===== config.mk =====
export PLATFORM = sky130hd
export DESIGN_NAME = parking_lot_tracker
export DESIGN_NICKNAME = d
export VERILOG_FILES = /design/src/rtl/parking_lot_tracker.sv
export SDC_FILE = /design/constraint.sdc
export NUM_CORES = 1
export LEC_CHECK = 0
export ABC_AREA = 1
export BUFFER_PORTS_ARGS = -buffer_cell sky130_fd_sc_hd__buf_4
export CAP_MARGIN = 30
export CORE_UTILIZATION = 55
export DETAILED_ROUTE_END_ITERATION = 8
export GPL_TIMING_DRIVEN = 0
export PLACE_DENSITY = 0.74
export SYNTH_ARGS = -nofsm -noshare
export SYNTH_HDL_FRONTEND = slang
export SYNTH_SLANG_ARGS = --single-unit

===== constraint.sdc =====
create_clock -name clock -period 5.8 [get_ports clock]
set_input_delay 0.29 -clock clock [delete_from_list [all_inputs] [get_ports clock]]
set_output_delay 0.29 -clock clock [all_outputs]
set_load 0.03 [all_outputs]

===== src/rtl/parking_lot_tracker.sv =====
// Parking-lot occupancy tracker: counts cars, logs occupancy hourly, latches rush-hour
// bounds and replays the day's log in a ping-pong sweep with a per-address dwell.
module parking_lot_tracker #(
    parameter int CAPACITY  = 3,
    parameter int NUM_HOURS = 8,
    parameter int DWELL     = 50_000_000,
    localparam int CNT_W    = $clog2(CAPACITY + 1),
    localparam int HR_W     = $clog2(NUM_HOURS + 1),
    localparam int AD_W     = (NUM_HOURS > 2) ? $clog2(NUM_HOURS) : 1
) (
    input  logic             clock,
    input  logic             reset_n,
    input  logic             enter,
    input  logic             exit,
    input  logic             hour_inc,
    output logic [CNT_W-1:0] count,
    output logic [CNT_W-1:0] free,
    output logic             full,
    output logic             rejected,
    output logic [HR_W-1:0]  hour,
    output logic             day_done,
    output logic [HR_W-1:0]  rush_start,
    output logic [HR_W-1:0]  rush_end,
    output logic             rush_valid,
    output logic [AD_W-1:0]  play_addr,
    output logic [CNT_W-1:0] play_data,
    output logic             play_valid
);

    localparam int DW_W = (DWELL > 1) ? $clog2(DWELL) : 1;
    localparam logic [CNT_W-1:0] CAP_C        = CNT_W'(CAPACITY);
    localparam logic [HR_W-1:0]  HOURS_C      = HR_W'(NUM_HOURS);
    localparam logic [HR_W-1:0]  LAST_HOUR_C  = HR_W'(NUM_HOURS - 1);
    localparam logic [HR_W-1:0]  NONE_C       = {HR_W{1'b1}};
    localparam logic [AD_W-1:0]  LAST_ADDR_C  = AD_W'(NUM_HOURS - 1);
    localparam logic [DW_W-1:0]  DWELL_LAST_C = DW_W'(DWELL - 1);

    typedef enum logic [1:0] {
        ST_RUN       = 2'd0,
        ST_PLAY_UP   = 2'd1,
        ST_PLAY_DOWN = 2'd2
    } state_t;

    state_t           state_r, state_nx_s;
    logic [CNT_W-1:0] count_r, count_nx_s, free_r, play_data_r, play_data_nx_s;
    logic [CNT_W-1:0] log_r [NUM_HOURS];
    logic [HR_W-1:0]  hour_r, hour_nx_s, rush_start_r, rush_start_nx_s, rush_end_r, rush_end_nx_s;
    logic [AD_W-1:0]  play_addr_r, addr_nx_s, hour_addr_s;
    logic [DW_W-1:0]  dwell_r, dwell_nx_s;
    logic             full_r, rejected_r, rejected_nx_s, day_done_r, rush_valid_r;
    logic             play_valid_r, play_valid_nx_s, log_we_s;

    assign hour_addr_s = hour_r[AD_W-1:0];

    // Next-state logic for occupancy, hour/log, rush bounds and playback sweep
    always_comb begin
        state_nx_s      = state_r;
        count_nx_s      = count_r;
        hour_nx_s       = hour_r;
        rejected_nx_s   = 1'b0;
        rush_start_nx_s = rush_start_r;
        rush_end_nx_s   = rush_end_r;
        log_we_s        = 1'b0;
        addr_nx_s       = play_addr_r;
        dwell_nx_s      = dwell_r;
        play_valid_nx_s = play_valid_r;
        case (state_r)
            ST_RUN: begin
                if (enter && !exit) begin
                    if (count_r == CAP_C) begin
                        rejected_nx_s = 1'b1;
                    end else begin
                        count_nx_s = count_r + CNT_W'(1);
                    end
                end else if (exit && !enter && (count_r != {CNT_W{1'b0}})) begin
                    count_nx_s = count_r - CNT_W'(1);
                end else begin
                    count_nx_s = count_r;
                end
                // Bounds use the pre-update hour; the end bound only arms once the start exists
                if ((count_nx_s == CAP_C) && (count_r != CAP_C) && (rush_start_r == NONE_C)) begin
                    rush_start_nx_s = hour_r;
                end else begin
                    rush_start_nx_s = rush_start_r;
                end
                if ((count_nx_s == {CNT_W{1'b0}}) && (count_r != {CNT_W{1'b0}}) &&
                    (rush_start_r != NONE_C) && (rush_end_r == NONE_C)) begin
                    rush_end_nx_s = hour_r;
                end else begin
                    rush_end_nx_s = rush_end_r;
                end
                if (hour_inc) begin
                    log_we_s  = 1'b1;
                    hour_nx_s = hour_r + HR_W'(1);
                end else begin
                    hour_nx_s = hour_r;
                end
                if (hour_inc && (hour_r == LAST_HOUR_C)) begin
                    state_nx_s      = ST_PLAY_UP;
                    addr_nx_s       = {AD_W{1'b0}};
                    dwell_nx_s      = {DW_W{1'b0}};
                    play_valid_nx_s = 1'b1;
                end else begin
                    state_nx_s = ST_RUN;
                end
            end
            ST_PLAY_UP: begin
                if (dwell_r == DWELL_LAST_C) begin
                    dwell_nx_s = {DW_W{1'b0}};
                    if (play_addr_r == LAST_ADDR_C) begin
                        if (NUM_HOURS > 2) begin
                            addr_nx_s  = LAST_ADDR_C - AD_W'(1);
                            state_nx_s = ST_PLAY_DOWN;
                        end else begin
                            addr_nx_s = {AD_W{1'b0}};
                        end
                    end else begin
                        addr_nx_s = play_addr_r + AD_W'(1);
                    end
                end else begin
                    dwell_nx_s = dwell_r + DW_W'(1);
                end
            end
            ST_PLAY_DOWN: begin
                if (dwell_r == DWELL_LAST_C) begin
                    dwell_nx_s = {DW_W{1'b0}};
                    if (play_addr_r == AD_W'(1)) begin
                        addr_nx_s  = {AD_W{1'b0}};
                        state_nx_s = ST_PLAY_UP;
                    end else begin
                        addr_nx_s = play_addr_r - AD_W'(1);
                    end
                end else begin
                    dwell_nx_s = dwell_r + DW_W'(1);
                end
            end
            default: begin
                state_nx_s = ST_RUN;
            end
        endcase
        // Bypass covers the final log write landing on the first replayed address
        if (!play_valid_nx_s) begin
            play_data_nx_s = {CNT_W{1'b0}};
        end else if (log_we_s && (hour_addr_s == addr_nx_s)) begin
            play_data_nx_s = count_r;
        end else begin
            play_data_nx_s = log_r[addr_nx_s];
        end
    end

    // State, log and registered-output update with synchronous active-low reset
    always_ff @(posedge clock) begin
        if (!reset_n) begin
            state_r      <= ST_RUN;
            count_r      <= {CNT_W{1'b0}};
            free_r       <= CAP_C;
            full_r       <= 1'b0;
            rejected_r   <= 1'b0;
            hour_r       <= {HR_W{1'b0}};
            day_done_r   <= 1'b0;
            rush_start_r <= NONE_C;
            rush_end_r   <= NONE_C;
            rush_valid_r <= 1'b0;
            play_addr_r  <= {AD_W{1'b0}};
            play_data_r  <= {CNT_W{1'b0}};
            play_valid_r <= 1'b0;
            dwell_r      <= {DW_W{1'b0}};
            for (int i = 0; i < NUM_HOURS; i++) begin
                log_r[i] <= {CNT_W{1'b0}};
            end
        end else begin
            state_r      <= state_nx_s;
            count_r      <= count_nx_s;
            free_r       <= CAP_C - count_nx_s;
            full_r       <= (count_nx_s == CAP_C);
            rejected_r   <= rejected_nx_s;
            hour_r       <= hour_nx_s;
            day_done_r   <= (hour_nx_s == HOURS_C);
            rush_start_r <= rush_start_nx_s;
            rush_end_r   <= rush_end_nx_s;
            rush_valid_r <= (hour_nx_s == HOURS_C) && (rush_start_nx_s != NONE_C) &&
                            (rush_end_nx_s != NONE_C);
            play_addr_r  <= addr_nx_s;
            play_data_r  <= play_data_nx_s;
            play_valid_r <= play_valid_nx_s;
            dwell_r      <= dwell_nx_s;
            if (log_we_s) begin
                log_r[hour_addr_s] <= count_r;
            end
        end
    end

    assign count      = count_r;
    assign free       = free_r;
    assign full       = full_r;
    assign rejected   = rejected_r;
    assign hour       = hour_r;
    assign day_done   = day_done_r;
    assign rush_start = rush_start_r;
    assign rush_end   = rush_end_r;
    assign rush_valid = rush_valid_r;
    assign play_addr  = play_addr_r;
    assign play_data  = play_data_r;
    assign play_valid = play_valid_r;

endmodule


==> flow_summary.html, run 1 <==
<table>
<tr><th>Metric</th><th>Value</th></tr>
<tr><th colspan="2">Run status</th></tr>
<tr><td>Status</td><td>finished, final reports clean</td></tr>
<tr><th colspan="2">Floorplanning</th></tr>
<tr><td>Effective utilization at floorplan</td><td>0.581</td></tr>
<tr><td>Full die area</td><td>7160 sq um</td></tr>
<tr><td>Overall die height</td><td>84.6 um</td></tr>
<tr><td>Number of ports placed on the die boundary</td><td>31</td></tr>
<tr><td>Placeable core area</td><td>between 6000 and 7000 sq um</td></tr>
<tr><td>Number of core rows</td><td>29</td></tr>
<tr><td>Die boundary width</td><td>between 80 and 90 um</td></tr>
<tr><th colspan="2">Critical path</th></tr>
<tr><td>CP Launch Type</td><td>register</td></tr>
<tr><td>Source of the worst register-to-register timing path</td><td>hour[1]</td></tr>
<tr><td>Critical path data required time</td><td>between 6 and 7 ns</td></tr>
<tr><td>Critical Path AT</td><td>~2.7 ns</td></tr>
<tr><td>Kind of capture point of the worst setup path</td><td>register</td></tr>
<tr><td>Slowest stage delay, CP</td><td>roughly 0.55 ns</td></tr>
<tr><td>Sequence of cells on the critical path</td><td>ha_1, nand2_1, o21ai_4, o21ai_2, buf_2, inv_1, nand2_1, nand2_1, clkbuf_1, nor3_1</td></tr>
<tr><td>R2R depth</td><td>10</td></tr>
<tr><td>Worst setup path category</td><td>register to register</td></tr>
<tr><td>Highest net fanout along the worst path</td><td>10</td></tr>
<tr><td>Worst-case register-to-register setup slack</td><td>about 3.3 ns</td></tr>
<tr><td>Most repeated library cell on the critical path</td><td>sky130_fd_sc_hd__nand2_1</td></tr>
<tr><td>Slowest cell on the critical path</td><td>sky130_fd_sc_hd__dfxtp_1</td></tr>
<tr><td>End of the worst register-to-register path</td><td>dwell_r[24]</td></tr>
<tr><th colspan="2">Place</th></tr>
<tr><td>DP Wirelength</td><td>just over 6 mm</td></tr>
<tr><td>Total of buffers placed on input and output ports</td><td>30</td></tr>
<tr><td>Placed standard-cell area</td><td>between 4000 and 5000 sq um</td></tr>
<tr><td>Worst setup slack after placement</td><td>3.38 ns</td></tr>
<tr><td>RePlAce Congestion</td><td>0.875</td></tr>
<tr><th colspan="2">Layout</th></tr>
<tr><td>Filler cell count</td><td>570</td></tr>
<tr><td>Fraction of layout instances using a drive strength above 1</td><td>0.147</td></tr>
<tr><td>NumNets Final</td><td>572</td></tr>
<tr><td>Layout Cell Area excl Fill</td><td>approximately 4300 sq um</td></tr>
<tr><td>Post-layout util</td><td>0.665</td></tr>
<tr><td>Area added between synthesis and finish</td><td>14.4%</td></tr>
<tr><td>Antenna cell count</td><td>0</td></tr>
<tr><th colspan="2">CTS</th></tr>
<tr><td>Bufs on Longest Clock Path</td><td>2</td></tr>
<tr><td>TritonCTS clock tree</td><td>built</td></tr>
<tr><td>Clock slew at reported path FFs</td><td>0.08 ns</td></tr>
<tr><td>Hold-fix buffers at CTS</td><td>0</td></tr>
<tr><td>Buffer cell driving the clock tree root</td><td>sky130_fd_sc_hd__clkbuf_8</td></tr>
<tr><td>Worst-Skew Late Latency</td><td>between 0.3 and 0.4 ns</td></tr>
<tr><td>H-tree Lvls</td><td>3</td></tr>
<tr><td>CTS Buf Count</td><td>9</td></tr>
<tr><td>Postcts setup bufs</td><td>0</td></tr>
<tr><td>Post-cts repair resize count</td><td>0</td></tr>
<tr><td>Clock Sink Count</td><td>70</td></tr>
<tr><th colspan="2">STA</th></tr>
<tr><td>Hold Vio Cnt, Final</td><td>0</td></tr>
<tr><td>Unrepaired setup endpoints after global routing</td><td>no</td></tr>
<tr><td>Final worst slack</td><td>around 3.3 ns</td></tr>
<tr><td>Fin. max-slew vios</td><td>0</td></tr>
<tr><td>Setup TNS</td><td>0 ns</td></tr>
<tr><td>Worst hold margin</td><td>roughly 0.21 ns</td></tr>
<tr><td>Time the final worst path needs with I/O delays and setup</td><td>between 2 and 2.5 ns</td></tr>
<tr><td>Slew of the pin with the lowest slew margin</td><td>approximately 0.53 ns</td></tr>
<tr><td>Clock tree skew after final layout</td><td>a little under 0.009 ns</td></tr>
<tr><td>Share of the clock period used by the worst path</td><td>0.429</td></tr>
<tr><td>Worst slew slack as a fraction of its limit</td><td>0.645</td></tr>
<tr><td>Achievable clock frequency</td><td>0.402 GHz</td></tr>
<tr><td>Setup violators final</td><td>0</td></tr>
<tr><th colspan="2">Synth</th></tr>
<tr><td>Synth top area cells</td><td>sky130_fd_sc_hd__dfxtp_1 29%, sky130_fd_sc_hd__edfxtp_1 13%, sky130_fd_sc_hd__nand2_1 11%</td></tr>
<tr><td>Synth unique cells</td><td>40</td></tr>
<tr><td>Synth Area in Adders</td><td>0.0433</td></tr>
<tr><td>Synth top area share</td><td>0.288</td></tr>
<tr><td>Seq cells post-synth</td><td>70</td></tr>
<tr><td>Sequential fraction of the synthesis area</td><td>0.416</td></tr>
<tr><td>Synthesized area</td><td>3750 sq um</td></tr>
<tr><td>Syn. warnings</td><td>0</td></tr>
<tr><td>Combinational family with the most area after synthesis</td><td>simple AND/OR/NAND/NOR gates</td></tr>
<tr><td>Area share of xor/xnor cells in the synthesized design</td><td>0.0163</td></tr>
<tr><td>Yosys top cell by area</td><td>sky130_fd_sc_hd__dfxtp_1</td></tr>
<tr><td>Count of mapped cells out of synthesis</td><td>about 500</td></tr>
<tr><td>Synth Area in Compound Gates</td><td>0.0950</td></tr>
<tr><td>Share of cell area taken by muxes after synthesis</td><td>0</td></tr>
<tr><td>Synthesized net count</td><td>~530</td></tr>
<tr><td>Synthesized area divided by synthesized cell count</td><td>approximately 7.3 sq um</td></tr>
<tr><td>Simple-gate area share of the yosys netlist</td><td>0.354</td></tr>
<tr><th colspan="2">Drt</th></tr>
<tr><td>Drt via density</td><td>around 5.4</td></tr>
<tr><td>Remaining antenna violation count</td><td>0</td></tr>
<tr><td>Count of routing violations after the opening detailed-route iteration</td><td>138</td></tr>
<tr><td>DRC violations left</td><td>0</td></tr>
<tr><td>Via count of the routed design</td><td>3,458</td></tr>
<tr><td>Drt total wl</td><td>roughly 8.3 mm</td></tr>
<tr><td>Post-detailed-route wirelength per cell</td><td>between 10 and 15 um</td></tr>
<tr><td>Pre-antenna DRT Iters</td><td>7</td></tr>
<tr><th colspan="2">Min path</th></tr>
<tr><td>Hold path startpoint</td><td>exit</td></tr>
<tr><td>Hold Crit Depth</td><td>4</td></tr>
<tr><td>Worst-case hold path end point</td><td>rejected</td></tr>
<tr><td>HP Class</td><td>primary input to register</td></tr>
<tr><th colspan="2">Global route</th></tr>
<tr><td>Largest net degree at the start of global routing</td><td>13</td></tr>
<tr><td>Global-route usage over all layers</td><td>0.244</td></tr>
<tr><td>Aggregate global routing overflow</td><td>0</td></tr>
<tr><td>Wire length of the first global-routing pass</td><td>~14 mm</td></tr>
<tr><td>Antenna violations before repair</td><td>0</td></tr>
<tr><td>Via count of the first global-routing pass</td><td>between 3,000 and 4,000</td></tr>
<tr><th colspan="2">Power</th></tr>
<tr><td>Leakage dissipation</td><td>approximately 1.8 nW</td></tr>
<tr><td>Power density relative to cell area</td><td>~350 nW/um^2</td></tr>
<tr><td>Peak ir drop on the vdd network</td><td>~0.00025 V</td></tr>
<tr><th colspan="2">Job</th></tr>
<tr><td>Max-cap violations</td><td>0</td></tr>
</table>
[how the worst max path moves through the flow]
stage	depth (start not counted)	to	start
floorplan	11	rush_start[2]	count[0]
CTS	10	dwell_r[24]	hour[1]
finish	10	dwell_r[24]	hour[1]
global placement	10	dwell_r[24]	hour[1]
global route	12	dwell_r[24]	hour[1]
detailed placement	10	dwell_r[24]	hour[1]
[synthesized netlist by cell type]
cell,number
sky130_fd_sc_hd__o21bai_1,2
sky130_fd_sc_hd__nor3b_2,1
sky130_fd_sc_hd__nand3b_1,1
sky130_fd_sc_hd__nor3_1,14
sky130_fd_sc_hd__dfxtp_1,54
sky130_fd_sc_hd__nor3b_1,4
sky130_fd_sc_hd__nand2_2,7
sky130_fd_sc_hd__a31o_2,1
sky130_fd_sc_hd__o21a_1,7
sky130_fd_sc_hd__nor2_2,5
sky130_fd_sc_hd__a21oi_1,16
sky130_fd_sc_hd__a21boi_0,1
sky130_fd_sc_hd__a22oi_1,1
sky130_fd_sc_hd__a31oi_1,4
sky130_fd_sc_hd__nand2_4,1
sky130_fd_sc_hd__o211ai_1,1
sky130_fd_sc_hd__a211oi_1,3
sky130_fd_sc_hd__o21ai_4,2
sky130_fd_sc_hd__xor2_1,5
sky130_fd_sc_hd__buf_4,1
sky130_fd_sc_hd__nor2_1,73
sky130_fd_sc_hd__inv_1,58
sky130_fd_sc_hd__o21ai_1,1
sky130_fd_sc_hd__o21ai_0,15
sky130_fd_sc_hd__ha_1,13
sky130_fd_sc_hd__clkinv_1,1
sky130_fd_sc_hd__and2_1,1
sky130_fd_sc_hd__a221oi_1,1
sky130_fd_sc_hd__or2_2,6
sky130_fd_sc_hd__o21ai_2,1
sky130_fd_sc_hd__nor3_2,1
sky130_fd_sc_hd__nand4_1,15
sky130_fd_sc_hd__clkbuf_1,5
sky130_fd_sc_hd__inv_2,3
sky130_fd_sc_hd__buf_2,5
sky130_fd_sc_hd__nand3_1,47
sky130_fd_sc_hd__xnor2_1,2
sky130_fd_sc_hd__nor2_4,3
sky130_fd_sc_hd__nand2_1,115
sky130_fd_sc_hd__edfxtp_1,16
[metal layers]
| layer | up-vias | global-route usage | share of wire |
|---|---|---|---|
| met1 | 1587 | 0.333 | 0.48 |
| met3 | 16 | 0.0600 | 0.061 |
| li1 | 1760 | - | - |
| met5 | - | 0 | 0 |
| met4 | 0 | 0.0770 | 0.012 |
| met2 | 95 | 0.384 | 0.45 |
[cell usage in the layout, fill, tap and decap left out, types with 3 or more instances in the layout]
cell type,instances
sky130_fd_sc_hd__a211oi_1,3
sky130_fd_sc_hd__a21oi_1,16
sky130_fd_sc_hd__a31oi_1,4
sky130_fd_sc_hd__buf_2,5
sky130_fd_sc_hd__buf_4,31
sky130_fd_sc_hd__clkbuf_1,6
sky130_fd_sc_hd__clkbuf_8,10
sky130_fd_sc_hd__dfxtp_1,54
sky130_fd_sc_hd__edfxtp_1,16
sky130_fd_sc_hd__ha_1,13
sky130_fd_sc_hd__inv_1,58
sky130_fd_sc_hd__inv_2,3
sky130_fd_sc_hd__nand2_1,115
sky130_fd_sc_hd__nand2_2,7
sky130_fd_sc_hd__nand3_1,47
sky130_fd_sc_hd__nand4_1,15
sky130_fd_sc_hd__nor2_1,73
sky130_fd_sc_hd__nor2_2,5
sky130_fd_sc_hd__nor2_4,3
sky130_fd_sc_hd__nor3_1,14
sky130_fd_sc_hd__nor3b_1,4
sky130_fd_sc_hd__o21a_1,7
sky130_fd_sc_hd__o21ai_0,15
sky130_fd_sc_hd__or2_2,6
sky130_fd_sc_hd__xor2_1,5
[worst max-delay path, delay by kind of cell (launching register included)]
kind,cells,cell delay (ns)
compound gates,2,0.34
fa+ha+maj,1,0.21
buf+inv,3,0.76
flops,1,0.55
simple gates,4,0.50
[flip-flops by register name (all words and copies together) (netlist names)]
name	cells
count	2
day_done	1
dwell_r	26
free	2
full	1
hour	4
log_r	16
play_addr	3
play_data	2
play_valid	1
rejected	1
rush_end	4
rush_start	4
rush_valid	1
state_r	2
[final cells by class]
class                   instances  area (sq um)  share of cell area
inverters                      62           233              0.0542
clock inverters                 4          51.3              0.0119
well taps                      77          96.3              0.0224
repair buffers                 30           225              0.0524
plain buffers                  11          51.3              0.0119
clock buffers                  12           166              0.0388
flip-flops and latches         70          1560               0.364
multi-input cells             370          1910               0.445
[metrics by stage]
stage	std cells	total power, mW
after floorplan	513	0.948
after global placement	620	1.08
after detailed placement	620	1.09
after CTS	636	1.51
after global routing	636	1.59
final	636	1.51
[power breakdown]
part           internal, mW  switching [mW]
Sequential            0.543          0.0356
Combinational         0.164           0.340
Clock                 0.237           0.190
[cells by family (layout without fill, tap and decap cells)]
logic type,Yosys count,after routing
DFF,70,70
adders and majority gates,13,13
and+or+nand+nor,294,294
xor gates and xnor gates,7,7
AOI/OAI and AO/OA,56,56
buffers and inverters,73,119
Power figures use the tool's default switching activity.
==> run 2, diff against run 1 <==
ABC_AREA = 0   (was 1)
clock period = 2.55 ns   (was 5.8 ns; I/O delays follow)
==> flow_summary.html, run 2 <==
<table>
<tr><th>Metric</th><th>Value</th></tr>
<tr><th colspan="2">STA</th></tr>
<tr><td>Worst slew slack as a fraction of its limit</td><td>0.577 (-0.0683)</td></tr>
<tr><td>Fin. max-slew vios</td><td>0 (unchanged)</td></tr>
<tr><td>Setup TNS</td><td>-2.21 ns (-2.21 ns)</td></tr>
<tr><td>Slew of the pin with the lowest slew margin</td><td>0.635 ns (+0.102 ns)</td></tr>
<tr><td>Hold Vio Cnt, Final</td><td>0 (unchanged)</td></tr>
<tr><td>Setup violators final</td><td>25 (+25)</td></tr>
<tr><td>Clock tree skew after final layout</td><td>0.0127 ns (+0.00405 ns)</td></tr>
<tr><td>Final worst slack</td><td>-0.457 ns (-3.77 ns)</td></tr>
<tr><td>Achievable clock frequency</td><td>0.333 GHz (-17%)</td></tr>
<tr><td>Share of the clock period used by the worst path</td><td>1.18 (+0.751)</td></tr>
<tr><td>Unrepaired setup endpoints after global routing</td><td>yes</td></tr>
<tr><td>Time the final worst path needs with I/O delays and setup</td><td>3.01 ns (+0.521 ns)</td></tr>
<tr><th colspan="2">Global route</th></tr>
<tr><td>Via count of the first global-routing pass</td><td>2,769 (-9.6%)</td></tr>
<tr><td>Wire length of the first global-routing pass</td><td>13.1 mm (-5.6%)</td></tr>
<tr><td>Antenna violations before repair</td><td>0 (unchanged)</td></tr>
<tr><td>Aggregate global routing overflow</td><td>0 (unchanged)</td></tr>
<tr><td>Largest net degree at the start of global routing</td><td>14 (+1)</td></tr>
<tr><td>Global-route usage over all layers</td><td>0.259 (+0.0144)</td></tr>
<tr><th colspan="2">Layout</th></tr>
<tr><td>Largest Register</td><td>dwell_r</td></tr>
<tr><td>Layout Cell Area excl Fill</td><td>4340 sq um (+1.1%)</td></tr>
<tr><td>Fraction of layout instances using a drive strength above 1</td><td>0.221 (+0.0740)</td></tr>
<tr><td>Antenna cell count</td><td>0 (unchanged)</td></tr>
<tr><td>Filler cell count</td><td>460 (-19%)</td></tr>
<tr><td>Max reg flops</td><td>26 (unchanged)</td></tr>
<tr><td>Most common cell after layout, fill and taps aside</td><td>sky130_fd_sc_hd__nor2_1</td></tr>
<tr><td>Area added between synthesis and finish</td><td>23.4%</td></tr>
<tr><td>Top Registers</td><td>dwell_r x26, log_r x16</td></tr>
<tr><td>NumNets Final</td><td>457 (-20%)</td></tr>
<tr><td>Commonest non-fill, non-tap cells in the layout</td><td>52 x sky130_fd_sc_hd__nor2_1, 48 x sky130_fd_sc_hd__dfxtp_1, 43 x sky130_fd_sc_hd__nand2_1, 39 x sky130_fd_sc_hd__buf_4, 20 x sky130_fd_sc_hd__o21ai_0</td></tr>
<tr><th colspan="2">Run status</th></tr>
<tr><td>Status</td><td>finished, violations left</td></tr>
<tr><td>Violations in the final reports</td><td>negative setup slack</td></tr>
<tr><th colspan="2">Critical path</th></tr>
<tr><td>Kind of capture point of the worst setup path</td><td>register</td></tr>
<tr><td>Critical Path AT</td><td>3.25 ns (+0.53 ns)</td></tr>
<tr><td>Worst setup path category</td><td>register to register</td></tr>
<tr><td>Critical path data required time</td><td>2.79 ns (-3.24 ns)</td></tr>
<tr><td>Critical path startpoint</td><td>dwell_r[8]</td></tr>
<tr><td>Worst-case register-to-register setup slack</td><td>-0.46 ns (-3.77 ns)</td></tr>
<tr><td>Slowest cell on the critical path</td><td>sky130_fd_sc_hd__or4_4</td></tr>
<tr><td>R2R depth</td><td>9 (-1)</td></tr>
<tr><td>Highest net fanout along the worst path</td><td>6 (-4)</td></tr>
<tr><td>Sequence of cells on the critical path</td><td>or4b_1, or4_4, a2111o_1, a32oi_4, buf_6, mux2_4, o22ai_2, nor4b_2, a31o_1</td></tr>
<tr><td>Source of the worst register-to-register timing path</td><td>dwell_r[8]</td></tr>
<tr><td>End of the worst register-to-register path</td><td>play_data[0]</td></tr>
<tr><td>Capturing instance or port of the critical path</td><td>play_data[0]</td></tr>
<tr><td>CP Launch Type</td><td>register</td></tr>
<tr><td>Slowest stage delay, CP</td><td>0.59 ns (+0.04 ns)</td></tr>
<tr><th colspan="2">CTS</th></tr>
<tr><td>H-tree Lvls</td><td>3 (unchanged)</td></tr>
<tr><td>Clock Sink Count</td><td>70 (unchanged)</td></tr>
<tr><td>Bufs on Longest Clock Path</td><td>2 (unchanged)</td></tr>
<tr><td>Worst-Skew Late Latency</td><td>0.34 ns (-0.02 ns)</td></tr>
<tr><td>Clock slew at reported path FFs</td><td>0.08 ns (about the same)</td></tr>
<tr><td>CTS Buf Count</td><td>9 (unchanged)</td></tr>
<tr><td>Buffer cell driving the clock tree root</td><td>sky130_fd_sc_hd__clkbuf_8</td></tr>
<tr><td>TritonCTS clock tree</td><td>built</td></tr>
<tr><th colspan="2">Synth</th></tr>
<tr><td>Asr flop ratio synth</td><td>0 (unchanged)</td></tr>
<tr><td>Syn. warnings</td><td>0 (unchanged)</td></tr>
<tr><td>Synth unique cells</td><td>56 (+40%)</td></tr>
<tr><td>Dominant synthesized flop cell</td><td>sky130_fd_sc_hd__dfxtp_1</td></tr>
<tr><td>Synth top area share</td><td>0.307 (+0.0195)</td></tr>
<tr><td>Seq cells post-synth</td><td>70 (unchanged)</td></tr>
<tr><td>Most frequent cells after synthesis</td><td>54 x sky130_fd_sc_hd__dfxtp_1, 54 x sky130_fd_sc_hd__nor2_1, 43 x sky130_fd_sc_hd__nand2_1</td></tr>
<tr><td>Synthesized area</td><td>3520 sq um (-6.3%)</td></tr>
<tr><td>Synthesized net count</td><td>405 (-24%)</td></tr>
<tr><td>Sequential fraction of the synthesis area</td><td>0.444 (+0.0281)</td></tr>
<tr><td>Synthesized area divided by synthesized cell count</td><td>9.09 sq um (+24%)</td></tr>
<tr><td>Post-synth EDFFs</td><td>16 (unchanged)</td></tr>
<tr><td>Synth top area cells</td><td>sky130_fd_sc_hd__dfxtp_1 31%, sky130_fd_sc_hd__edfxtp_1 14%, sky130_fd_sc_hd__nor2_1 5.8%</td></tr>
<tr><td>Count of mapped cells out of synthesis</td><td>387 (-25%)</td></tr>
<tr><td>Yosys top cell by area</td><td>sky130_fd_sc_hd__dfxtp_1</td></tr>
<tr><th colspan="2">Place</th></tr>
<tr><td>Total of buffers placed on input and output ports</td><td>29 (-3.3%)</td></tr>
<tr><td>Placed standard-cell area</td><td>3920 sq um (-3.9%)</td></tr>
<tr><td>DP Wirelength</td><td>5.41 mm (-11%)</td></tr>
<tr><td>RePlAce Congestion</td><td>0.849 (-3.0%)</td></tr>
<tr><th colspan="2">Floorplanning</th></tr>
<tr><td>Full die area</td><td>6720 sq um (-6.2%)</td></tr>
<tr><td>Overall die height</td><td>82.0 um (-3.1%)</td></tr>
<tr><td>Effective utilization at floorplan</td><td>0.580 (-0.00106)</td></tr>
<tr><td>Number of ports placed on the die boundary</td><td>31 (unchanged)</td></tr>
<tr><td>Number of core rows</td><td>28 (-3.4%)</td></tr>
<tr><td>Placeable core area</td><td>6060 sq um (-6.2%)</td></tr>
<tr><td>Die boundary width</td><td>82.0 um (-3.1%)</td></tr>
<tr><th colspan="2">Power</th></tr>
<tr><td>Leakage dissipation</td><td>1.73 nW (-2.7%)</td></tr>
<tr><td>Power density relative to cell area</td><td>557 nW/um^2 (+58%)</td></tr>
<tr><td>Peak ir drop on the vdd network</td><td>0.000531 V (+110%)</td></tr>
<tr><th colspan="2">Drt</th></tr>
<tr><td>Drt via density</td><td>5.70 (+4.8%)</td></tr>
<tr><td>Remaining antenna violation count</td><td>0 (unchanged)</td></tr>
<tr><td>Count of routing violations after the opening detailed-route iteration</td><td>145 (+5.1%)</td></tr>
<tr><td>DRC violations left</td><td>0 (unchanged)</td></tr>
<tr><td>Post-detailed-route wirelength per cell</td><td>15.6 um (+20%)</td></tr>
<tr><td>Drt total wl</td><td>8.08 mm (-2.2%)</td></tr>
<tr><td>Via count of the routed design</td><td>2,958 (-14%)</td></tr>
<tr><td>Pre-antenna DRT Iters</td><td>4 (-3)</td></tr>
<tr><th colspan="2">Min path</th></tr>
<tr><td>HP Class</td><td>primary input to register</td></tr>
<tr><th colspan="2">Job</th></tr>
<tr><td>Max-cap violations</td><td>0 (unchanged)</td></tr>
</table>
-- run 2: cell count changes after synthesis, moves of 8 or more --
cell / change
sky130_fd_sc_hd__inv_1: -46
sky130_fd_sc_hd__xor2_1: +13
sky130_fd_sc_hd__mux2_2: +8
sky130_fd_sc_hd__nor2_1: -19
sky130_fd_sc_hd__and3_1: +8
sky130_fd_sc_hd__nand3_1: -29
sky130_fd_sc_hd__nand2_1: -72
sky130_fd_sc_hd__nand4_1: -8
-- run 2: repair_timing --
item                       in CTS  in global routing
resized for setup              18                 12
buffers inserted               10                  3
hold endpoints to repair        1                  0
setup endpoints to repair      31                 32
pin swaps                       5                  5
hold buffers                    1                  0
cloned                          1                  0
-- run 2: worst min path at each step --
stage,from,end,depth (start not counted)
2_1_floorplan,exit,rejected,1
3_3_place_gp,exit,rejected,2
3_5_place_dp,exit,rejected,2
4_1_cts,enter,rejected,3
5_1_grt,enter,rejected,3
6_report,enter,rejected,3
-- run 2: where the power goes --
group	switching (mW)	internal [mW]
Clock	0.428	0.472
Combinational	0.189	0.123
Sequential	0.0367	1.17
-- run 2: area by class of cell --
cell class              count  area [sq um]  area share
multi-input cells         292          2040       0.469
flip-flops and latches     70          1570       0.361
repair buffers             42           325      0.0749
clock buffers              12           178      0.0409
well taps                  75          93.8      0.0216
plain buffers              12          65.1      0.0150
inverters                  12          45.0      0.0104
clock inverters             4          27.5     0.00634
-- run 2: logic make-up (layout without fill, tap and decap cells) --
group	count (synthesis)	count (layout)	share of synthesized area
adder cells (fa/ha/maj)	13	13	0.0462
multiplexers	16	16	0.0487
XOR/XNOR	24	24	0.0598
buffers and inverters	25	82	0.0270
AND/OR/NAND/NOR	180	180	0.264
AO/OA/AOI/OAI	59	59	0.110
flip-flops	70	70	0.444
-- run 2: per-stage QoR --
step	setup WS [ns]	utilization	hold WS, ns	cells	power [mW]
after floorplan	-0.479	-	0.204	387	1.42
after global placement	-0.715	0.646	0.345	491	1.51
after detailed placement	-0.730	0.646	0.348	491	1.52
after CTS	-0.498	0.712	0.0329	518	2.42
after global routing	-0.512	0.716	0.0625	519	2.51
final	-0.457	0.716	0.0454	519	2.42
-- run 2: critical path, delay by kind of cell (launching register included) --
| family | cells | cell delay [ns] |
|---|---|---|
| AOI/OAI and AO/OA | 4 | 0.93 |
| DFF | 1 | 0.32 |
| and+or+nand+nor | 3 | 1.17 |
| muxes | 1 | 0.31 |
| buffers and inverters | 1 | 0.18 |
-- run 2: metal layers --
metal,GRT usage,part of all wire,vias to the layer above
met4,0.104,0.016,0
met3,0.0489,0.039,12
li1,-,-,1479
met1,0.349,0.48,1396
met2,0.407,0.46,71
met5,0,0,-
==> run 3, diff against run 2 <==
CELL_PAD_IN_SITES_DETAIL_PLACEMENT = 0   (was default)
CELL_PAD_IN_SITES_GLOBAL_PLACEMENT = 2   (was default)
CORE_UTILIZATION = 37   (was 55)
PLACE_DENSITY = default   (was 0.74)
PLACE_DENSITY_LB_ADDON = 0.1   (was default)
==> flow_summary.html, run 3 (same netlist as run 2, synthesis figures left out) <==
<table>
<tr><th>Metric</th><th>Value</th></tr>
<tr><th colspan="2">Run status</th></tr>
<tr><td>Status</td><td>finished, violations left</td></tr>
<tr><td>Violations in the final reports</td><td>negative setup slack</td></tr>
<tr><th colspan="2">Critical path</th></tr>
<tr><td>Kind of capture point of the worst setup path</td><td>register</td></tr>
<tr><td>Slowest stage delay, CP</td><td>0.60 ns (about the same)</td></tr>
<tr><td>Slowest cell on the critical path</td><td>sky130_fd_sc_hd__or4_4</td></tr>
<tr><td>Worst-case register-to-register setup slack</td><td>-0.45 ns (about the same)</td></tr>
<tr><td>Critical Path AT</td><td>3.25 ns (about the same)</td></tr>
<tr><td>Cell depth of the worst setup path</td><td>8 (-1)</td></tr>
<tr><td>Highest net fanout along the worst path</td><td>6 (unchanged)</td></tr>
<tr><td>R2R depth</td><td>8 (-1)</td></tr>
<tr><td>Worst setup path category</td><td>register to register</td></tr>
<tr><td>Critical path data required time</td><td>2.80 ns (about the same)</td></tr>
<tr><td>Sum of buffers and inverters on the critical path</td><td>0 (-1)</td></tr>
<tr><td>Cell type group with the largest total delay on the critical path</td><td>simple AND/OR/NAND/NOR gates</td></tr>
<tr><td>End of the worst register-to-register path</td><td>play_data[0]</td></tr>
<tr><td>Sequence of cells on the critical path</td><td>or4b_1, or4_4, nor3_1, a2bb2oi_2, or3b_2, o22ai_2, nor4b_2, a31o_1</td></tr>
<tr><td>Source of the worst register-to-register timing path</td><td>dwell_r[7]</td></tr>
<tr><td>CP Launch Type</td><td>register</td></tr>
<tr><th colspan="2">Layout</th></tr>
<tr><td>Post-layout util</td><td>0.480 (-0.236)</td></tr>
<tr><td>Antenna cell count</td><td>0 (unchanged)</td></tr>
<tr><td>Largest Register</td><td>dwell_r</td></tr>
<tr><td>Commonest non-fill, non-tap cells in the layout</td><td>53 x sky130_fd_sc_hd__nor2_1, 47 x sky130_fd_sc_hd__dfxtp_1, 43 x sky130_fd_sc_hd__nand2_1, 35 x sky130_fd_sc_hd__buf_4, 20 x sky130_fd_sc_hd__o21ai_0</td></tr>
<tr><td>Max reg flops</td><td>26 (unchanged)</td></tr>
<tr><td>NumNets Final</td><td>457 (unchanged)</td></tr>
<tr><td>Fraction of layout instances using a drive strength above 1</td><td>0.232 (+0.0113)</td></tr>
<tr><td>Area added between synthesis and finish</td><td>26.2%</td></tr>
<tr><td>Most common cell after layout, fill and taps aside</td><td>sky130_fd_sc_hd__nor2_1</td></tr>
<tr><td>Top Registers</td><td>dwell_r x26, log_r x16</td></tr>
<tr><th colspan="2">CTS</th></tr>
<tr><td>Worst-Skew Late Latency</td><td>0.34 ns (about the same)</td></tr>
<tr><td>H-tree Lvls</td><td>3 (unchanged)</td></tr>
<tr><td>TritonCTS clock tree</td><td>built</td></tr>
<tr><td>Bufs on Longest Clock Path</td><td>2 (unchanged)</td></tr>
<tr><td>Clock Sink Count</td><td>70 (unchanged)</td></tr>
<tr><td>Clock slew at reported path FFs</td><td>0.09 ns (about the same)</td></tr>
<tr><td>CTS Buf Count</td><td>9 (unchanged)</td></tr>
<tr><td>Buffer cell driving the clock tree root</td><td>sky130_fd_sc_hd__clkbuf_8</td></tr>
<tr><th colspan="2">STA</th></tr>
<tr><td>Hold Vio Cnt, Final</td><td>0 (unchanged)</td></tr>
<tr><td>Unrepaired setup endpoints after global routing</td><td>yes</td></tr>
<tr><td>Fin. max-slew vios</td><td>0 (unchanged)</td></tr>
<tr><td>Setup TNS</td><td>-4.60 ns (-2.39 ns)</td></tr>
<tr><td>Worst slew slack as a fraction of its limit</td><td>0.562 (-0.0144)</td></tr>
<tr><td>Final worst slack</td><td>-0.451 ns (+0.00550 ns)</td></tr>
<tr><td>Slew of the pin with the lowest slew margin</td><td>0.657 ns (+0.0216 ns)</td></tr>
<tr><td>Share of the clock period used by the worst path</td><td>1.18 (-0.00216)</td></tr>
<tr><td>Achievable clock frequency</td><td>0.333 GHz (+0.18%)</td></tr>
<tr><td>Setup violators final</td><td>29 (+16%)</td></tr>
<tr><td>Clock tree skew after final layout</td><td>0.0134 ns (+0.000710 ns)</td></tr>
<tr><td>Time the final worst path needs with I/O delays and setup</td><td>3.00 ns (-0.00550 ns)</td></tr>
<tr><td>Worst hold margin</td><td>0.0520 ns (+0.00664 ns)</td></tr>
<tr><th colspan="2">Global route</th></tr>
<tr><td>Antenna violations before repair</td><td>0 (unchanged)</td></tr>
<tr><td>Wire length of the first global-routing pass</td><td>14.3 mm (+9.6%)</td></tr>
<tr><td>Global-route usage over all layers</td><td>0.186 (-0.0733)</td></tr>
<tr><td>Largest net degree at the start of global routing</td><td>14 (unchanged)</td></tr>
<tr><td>Aggregate global routing overflow</td><td>0 (unchanged)</td></tr>
<tr><td>Via count of the first global-routing pass</td><td>2,811 (+1.5%)</td></tr>
<tr><th colspan="2">Floorplanning</th></tr>
<tr><td>Overall die height</td><td>99.5 um (+21%)</td></tr>
<tr><td>Placeable core area</td><td>9240 sq um (+52%)</td></tr>
<tr><td>Effective utilization at floorplan</td><td>0.381 (-0.200)</td></tr>
<tr><td>Full die area</td><td>9900 sq um (+47%)</td></tr>
<tr><td>Number of core rows</td><td>35 (+25%)</td></tr>
<tr><td>Number of ports placed on the die boundary</td><td>31 (unchanged)</td></tr>
<tr><td>Die boundary width</td><td>99.5 um (+21%)</td></tr>
<tr><th colspan="2">Drt</th></tr>
<tr><td>Via count of the routed design</td><td>2,945 (-0.44%)</td></tr>
<tr><td>DRC violations left</td><td>0 (unchanged)</td></tr>
<tr><td>Count of routing violations after the opening detailed-route iteration</td><td>192 (+32%)</td></tr>
<tr><td>Pre-antenna DRT Iters</td><td>4 (unchanged)</td></tr>
<tr><td>Post-detailed-route wirelength per cell</td><td>14.7 um (-5.5%)</td></tr>
<tr><td>Drt via density</td><td>5.14 (-9.8%)</td></tr>
<tr><td>Drt total wl</td><td>8.43 mm (+4.3%)</td></tr>
<tr><td>Remaining antenna violation count</td><td>0 (unchanged)</td></tr>
<tr><th colspan="2">Power</th></tr>
<tr><td>Peak ir drop on the vdd network</td><td>0.000328 V (-38%)</td></tr>
<tr><td>Power density relative to cell area</td><td>555 nW/um^2 (-0.44%)</td></tr>
<tr><td>Leakage dissipation</td><td>1.74 nW (+0.77%)</td></tr>
<tr><th colspan="2">Place</th></tr>
<tr><td>Worst setup slack after placement</td><td>-0.784 ns (-0.0540 ns)</td></tr>
<tr><td>DP Wirelength</td><td>5.94 mm (+9.8%)</td></tr>
<tr><td>Total of buffers placed on input and output ports</td><td>29 (unchanged)</td></tr>
<tr><td>RePlAce Congestion</td><td>0.724 (-15%)</td></tr>
<tr><th colspan="2">Job</th></tr>
<tr><td>Max-cap violations</td><td>0 (unchanged)</td></tr>
<tr><th colspan="2">Min path</th></tr>
<tr><td>Worst-case hold path end point</td><td>rejected</td></tr>
<tr><td>Hold Crit Depth</td><td>3 (unchanged)</td></tr>
<tr><td>HP Class</td><td>primary input to register</td></tr>
<tr><td>Hold path startpoint</td><td>enter</td></tr>
</table>
run 3: area by class of cell:
| type | count | area [sq um] |
|---|---|---|
| plain buffers | 12 | 67.6 |
| clock buffers | 11 | 153 |
| clock inverters | 5 | 57.6 |
| fillers | 898 | 4800 |
| inverters | 12 | 45.0 |
| multi-input cells | 292 | 2040 |
| flip-flops and latches | 70 | 1570 |
| well taps | 129 | 161 |
| repair buffers | 42 | 340 |
run 3: worst reg2reg max path: stages, from the launching register on:
cell                        delay (ns)
sky130_fd_sc_hd__dfxtp_2          0.33
sky130_fd_sc_hd__or4b_1           0.51
sky130_fd_sc_hd__or4_4            0.60
sky130_fd_sc_hd__nor3_1           0.28
sky130_fd_sc_hd__a2bb2oi_2        0.30
sky130_fd_sc_hd__or3b_2           0.51
sky130_fd_sc_hd__o22ai_2          0.15
sky130_fd_sc_hd__nor4b_2          0.06
sky130_fd_sc_hd__a31o_1           0.18
run 3: what timing repair did:
item                       4_1_cts  5_1_grt
cloned                           1        0
setup buffers                   10        3
setup endpoints to repair       32       35
gates resized for setup         17       23
hold buffers                     1        0
hold endpoints to repair         1        0
pin swaps                        5        6
run 3: metal layers:
| layer | up-vias | share of wire | global-route usage | routed length [um] |
|---|---|---|---|---|
| li1 | 1476 | - | - | - |
| met1 | 1417 | 0.54 | 0.265 | 4520 |
| met2 | 44 | 0.43 | 0.280 | 3600 |
| met3 | 8 | 0.026 | 0.0316 | 218 |
| met4 | 0 | 0.011 | 0.0701 | 89 |
| met5 | - | 0 | 0 | 0 |
run 3: per-stage QoR:
stage / instances / total power [mW] / area [sq um]
after floorplan: 387 / 1.42 / 3600
after global placement: 545 / 1.52 / 3980
after detailed placement: 545 / 1.52 / 3980
after CTS: 572 / 2.49 / 4380
after global routing: 573 / 2.58 / 4440
final: 573 / 2.46 / 4440
run 3: where the power goes:
part	switching, mW	internal (mW)
registers	0.0358	1.17
clock network	0.441	0.512
logic	0.185	0.119
total	0.661	1.80
run 3: worst max path at each step:
stage,startpoint,to,slack [ns]
3_3_place_gp,dwell_r[1],play_data[1],-0.79
4_1_cts,dwell_r[8],play_data[1],-0.51
5_1_grt,dwell_r[7],play_data[0],-0.56
2_1_floorplan,dwell_r[7],play_data[1],-0.48
6_report,dwell_r[7],play_data[0],-0.45
3_5_place_dp,dwell_r[7],play_data[1],-0.78
